File: src/rtl/bcd_seq_converter.sv
// Sequential binary-to-BCD converter (shift-add-3), one input bit per clock, start/busy/done handshake.
// Optional build macro SIGNED_INPUT_EN: treat bin_in as two's complement and display its magnitude.
module bcd_seq_converter #(
  parameter int BIN_W  = 16,
  parameter int DIGITS = 5
) (
  input  logic                  clk,
  input  logic                  rst_n,
  input  logic                  start,
  input  logic [BIN_W-1:0]      bin_in,
  input  logic                  negative_in,
  input  logic                  error_in,
  output logic                  busy,
  output logic                  done,
  output logic [4*DIGITS-1:0]   bcd_out,
  output logic                  negative_sign,
  output logic                  error_out,
  output logic                  overflow
);

  localparam int BCD_W = 4 * DIGITS;
  localparam int CNT_W = $clog2(BIN_W);

  typedef enum logic [1:0] {
    S_IDLE,
    S_SHIFT,
    S_FIN
  } state_t;

  state_t           r_state;
  logic [CNT_W-1:0] r_cnt;
  logic [BIN_W-1:0] r_bin;
  logic [BCD_W-1:0] r_bcd;
  logic             r_neg;
  logic             r_ovf;

  logic [BIN_W-1:0] w_mag;
  logic             w_neg;
  logic [BCD_W-1:0] w_adj;
  logic             w_top_adj;
  logic             w_shift_ovf;
  logic [BCD_W-1:0] w_bcd_next;
  logic [BIN_W-1:0] w_bin_next;

`ifdef SIGNED_INPUT_EN
  // The most negative input negates to itself, which read unsigned is 2^(BIN_W-1).
  always_comb begin
    w_neg = bin_in[BIN_W-1];
    w_mag = w_neg ? (~bin_in + {{(BIN_W-1){1'b0}}, 1'b1}) : bin_in;
  end
`else
  always_comb begin
    w_neg = negative_in;
    w_mag = bin_in;
  end
`endif

  // NOTE: every signal written here gets a default first, so no path leaves it unassigned and no latch is inferred.
  always_comb begin
    w_adj     = r_bcd;
    w_top_adj = 1'b0;
    for (int d = 0; d < DIGITS; d++) begin
      if (r_bcd[4*d +: 4] >= 4'd5) begin
        w_adj[4*d +: 4] = r_bcd[4*d +: 4] + 4'd3;
      end
    end
    if (r_bcd[BCD_W-1 -: 4] >= 4'd5) begin
      w_top_adj = 1'b1;
    end
  end

  // Dropping the carry out of the top digit leaves the lower digits exact, i.e. the value modulo 10^DIGITS.
  assign w_shift_ovf = w_top_adj | w_adj[BCD_W-1];
  assign w_bcd_next  = {w_adj[BCD_W-2:0], r_bin[BIN_W-1]};
  assign w_bin_next  = {r_bin[BIN_W-2:0], 1'b0};

  // NOTE: state and outputs use non-blocking assignments so every register samples pre-edge values.
  always_ff @(posedge clk) begin
    if (!rst_n) begin
      r_state       <= S_IDLE;
      r_cnt         <= '0;
      r_bin         <= '0;
      r_bcd         <= '0;
      r_neg         <= 1'b0;
      r_ovf         <= 1'b0;
      busy          <= 1'b0;
      done          <= 1'b0;
      bcd_out       <= '0;
      negative_sign <= 1'b0;
      error_out     <= 1'b0;
      overflow      <= 1'b0;
    end else begin
      done <= 1'b0;
      case (r_state)
        S_IDLE: begin
          if (start) begin
            busy  <= 1'b1;
            r_bin <= w_mag;
            r_neg <= w_neg;
            r_bcd <= '0;
            r_ovf <= 1'b0;
            r_cnt <= CNT_W'(BIN_W - 1);
            if (error_in) begin
              // Error short-circuits the conversion; bcd_out keeps the last good result.
              r_state       <= S_FIN;
              done          <= 1'b1;
              error_out     <= 1'b1;
              overflow      <= 1'b0;
              negative_sign <= w_neg;
            end else begin
              r_state <= S_SHIFT;
            end
          end
        end

        S_SHIFT: begin
          r_bcd <= w_bcd_next;
          r_bin <= w_bin_next;
          r_ovf <= r_ovf | w_shift_ovf;
          r_cnt <= r_cnt - 1'b1;
          if (r_cnt == '0) begin
            r_state       <= S_FIN;
            done          <= 1'b1;
            bcd_out       <= w_bcd_next;
            overflow      <= r_ovf | w_shift_ovf;
            error_out     <= 1'b0;
            negative_sign <= r_neg;
          end
        end

        S_FIN: begin
          busy    <= 1'b0;
          r_state <= S_IDLE;
        end

        default: begin
          busy    <= 1'b0;
          r_state <= S_IDLE;
        end
      endcase
    end
  end

endmodule

File: config.mk
export PLATFORM = sky130hd
export DESIGN_NAME = bcd_seq_converter
export DESIGN_NICKNAME = d
export VERILOG_FILES = /design/src/rtl/bcd_seq_converter.sv
export SDC_FILE = /design/constraint.sdc
export NUM_CORES = 1
export LEC_CHECK = 0
export CORE_UTILIZATION = 50
export DETAILED_ROUTE_END_ITERATION = 8
export PLACE_DENSITY = 0.83
export SETUP_SLACK_MARGIN = 0.05
export SLEW_MARGIN = 10
export SYNTH_ARGS = -nofsm -noshare
export SYNTH_HDL_FRONTEND = slang
export SYNTH_SLANG_ARGS = --single-unit
File: constraint.sdc
create_clock -name clk -period 1.64 [get_ports clk]
set_input_delay 0.328 -clock clk [delete_from_list [all_inputs] [get_ports clk]]
set_output_delay 0.328 -clock clk [all_outputs]
set_load 0.03 [all_outputs]
==> results_dict.tcl <==
set metrics [dict create \
    met1_usage_pct 28.7 \
    ys_warn_count 0 \
    grt_use_total_pct 23.0 \
    hpwl_um 4650 \
    synth_common_cells "69 x dfxtp_1, 57 x nor2_1, 34 x nand2_1" \
    overflow 0 \
    p_int_w 0.00304 \
    num_vias 2815 \
    whs_ns 0.465 \
    whs_path_depth 2 \
    busiest_layer "met2" \
    cp.arrival_ns 1.76 \
    ant_nets 0 \
    ctsHoldBuffers 0 \
    num_io_pins 46 \
    syn_avg_cell_area_um2 8.60 \
    worstMarginPinSlew_ns 0.591 \
    drt_first_pass_iters 5 \
    regToRegEndpoint "bcd_out[2]" \
    vdd_drop_max_mv 0.530 \
    multi_input_area_um2 1610 \
    gr-usage-met2_pct 38.2 \
    pwr-share-seq_pct 44.9 \
    htree_levels 3 \
    maxCapViolations 0 \
    fin_util_pct 66.6 \
    synthFlopType "dfxtp_1" \
    first_iter_violations 179 \
    netlist_area_um2 3130 \
    ys_ff_latch 69 \
    synth_edf_count 0 \
    rsz0062_at_grt "no" \
    drt-total-wl_um 7380 \
    clk_path_buf_depth 2 \
    startpoint_type "flop" \
    status "finished clean" \
    wire_per_inst_um 14.7 \
    dieArea_um2 6580 \
    fin_crit_sh_pct 93.3 \
    power_leakage_nw 1.58 \
    min-delay-path-class "reg2reg" \
    via_per_inst 5.61 \
    yosysMostFrequentCell "dfxtp_1" \
    synthesis.nets 396 \
    synth_top_area_share_pct 44.1 \
    cts.clk_slew.worst_paths_ns 0.07 \
    met3_usage_pct 3.71 \
    holdPathEnd "bcd_out[0]" \
    antenna_found_initial 0 \
    place_congestion 0.796 \
    async_flop_share_pct 0 \
    crit_type "reg2reg" \
    clockRootBuffer "clkbuf_8" \
    synth.distinct_cells 39 \
    drc 0 \
    netlist_top_cells_area "dfxtp_1 44%, nor2_1 6.8%, a21oi_1 5.0%" \
    fp.dieH_um 81.1 \
    syn_to_final_growth_pct 27.5 \
    cts_tree "yes" \
    insertedDiodeCount 0 \
    r2r_start "r_cnt[0]" \
    fmax_mhz 653 \
    grt_pass1_vias 2577 \
    setup_viol 0 \
    fin_skew_ns 0.00713 \
    cts_sinks 69 \
    p_comb_share_pct 13.1 \
    final_nets 454 \
    hold_viol 0 \
    pre_cts_ws_ns -0.155 \
    start_util_pct 52.2 \
    seqCellArea_um2 1390 \
    clock_power_share_pct 42.1 \
    yosys.area.top_type "dfxtp_1" \
    slew_violations 0 \
    yosysSeqAreaShare_pct 44.1 \
    drive_above_1_share_pct 17.3 \
    worst_r2r_path_depth 8 \
    fillCellCount 462 \
    cts_buffers 9 \
    insertion_delay_ns 0.35 \
    cp_max_fo 5 \
    dieWidth_um 81.1 \
    rrSetupSlack_ns 0.11 \
    relSlewSlack_pct 60.5 \
    grt_max_degree 33 \
    grt_pass1_wl_um 11600 \
    worstHoldStart "bcd_out[0]" \
    cp-end-kind "flop" \
    p_sw_w 0.00101 \
    core_um2 5990 \
    p_per_area_nw_per_um2 1020 \
    num_rows 28 \
    worst_slack_ns 0.110 \
    finalCriticalPeriod_ns 1.53 \
    io_buffer_count 45 \
    synthCells 364 \
    swShare_pct 25.0 \
    crit_required_ns 1.87 \
]
[power by group through the flow]
stage | logic [W] | registers [W] | clock network [W]
after floorplan | 0.000310 | 0.00188 | 0
after global placement | 0.000497 | 0.00185 | 0
after detailed placement | 0.000509 | 0.00185 | 0
after CTS | 0.000503 | 0.00181 | 0.00172
after global routing | 0.000580 | 0.00183 | 0.00179
final | 0.000529 | 0.00182 | 0.00170
[routing by layer]
| layer | vias to the layer above | share of wire (%) |
|---|---|---|
| li1 | 1388 | - |
| met1 | 1334 | 44 |
| met2 | 77 | 48 |
| met3 | 16 | 5.4 |
| met4 | 0 | 2.3 |
| met5 | - | 0 |
[timing repair]
action | 4_1_cts | 5_1_grt
resized for setup | 26 | 23
setup endpoints to repair | 26 | 22
setup buffers | 0 | 1
pin swaps | 0 | 4
gates cloned | 0 | 2
[kinds of logic after synthesis]
kind of cell,Yosys count,share of synthesized area (%)
AO/OA/AOI/OAI,104,21.8
XOR/XNOR,8,2.24
adder cells (fa/ha/maj),11,4.40
buffers and inverters,37,6.00
flip-flops,69,44.1
multiplexers,7,2.44
AND/OR/NAND/NOR,128,19.0
[how the worst max path moves through the flow]
stage / from / cells after the start / to
6_report: r_cnt[0] / 8 / bcd_out[2]
5_1_grt: r_cnt[1] / 7 / overflow
4_1_cts: r_bcd[1] / 6 / bcd_out[2]
3_5_place_dp: start / 5 / r_bcd[16]
3_3_place_gp: start / 5 / r_bcd[14]
2_1_floorplan: r_bcd[16] / 6 / bcd_out[18]
[layout by cell type, fill, tap and decap left out, drive strengths merged, types with 8 or more instances in the layout]
cell type,instances
o21ai,32
dfxtp,69
a21oi,31
clkbuf,10
nand2,35
ha,11
dlygate4sd2,25
nor2,58
nor3b,11
clkdlybuf4s50,20
nand3,12
buf,24
o221ai,8
inv,13
[per-stage QoR]
stage / instances / total power, W / setup TNS (ns) / area [µm²]
after floorplan: 364 / 0.00219 / 0 / 3130
after global placement: 483 / 0.00234 / -1.15 / 3700
after detailed placement: 483 / 0.00236 / -2.57 / 3700
after CTS: 499 / 0.00404 / 0 / 3920
after global routing: 502 / 0.00420 / 0 / 3990
final: 502 / 0.00405 / 0 / 3990
[layout make-up]
| class | count | area share, % |
|---|---|---|
| inverters | 14 | 1.32 |
| well taps | 75 | 2.35 |
| clock buffers | 10 | 3.45 |
| multi-input cells | 259 | 40.3 |
| repair buffers | 69 | 15.0 |
| flip-flops and latches | 69 | 34.8 |
| clock inverters | 6 | 2.76 |
[flip-flops by register name, indices dropped and copies added (netlist names)]
signal,count
overflow,1
r_bin,16
negative_sign,1
r_neg,1
r_ovf,1
r_bcd,20
error_out,1
r_cnt,4
busy,1
done,1
bcd_out,20
r_state,2
[worst max-delay path, stage by stage, from the launching register on]
cell	delay (ns)
dfxtp_2	0.34
inv_1	0.06
ha_2	0.19
nor3b_4	0.22
buf_4	0.16
nand2_2	0.09
buf_2	0.21
nand3_1	0.09
o21ai_0	0.07
(Power assumes the default switching activity.)
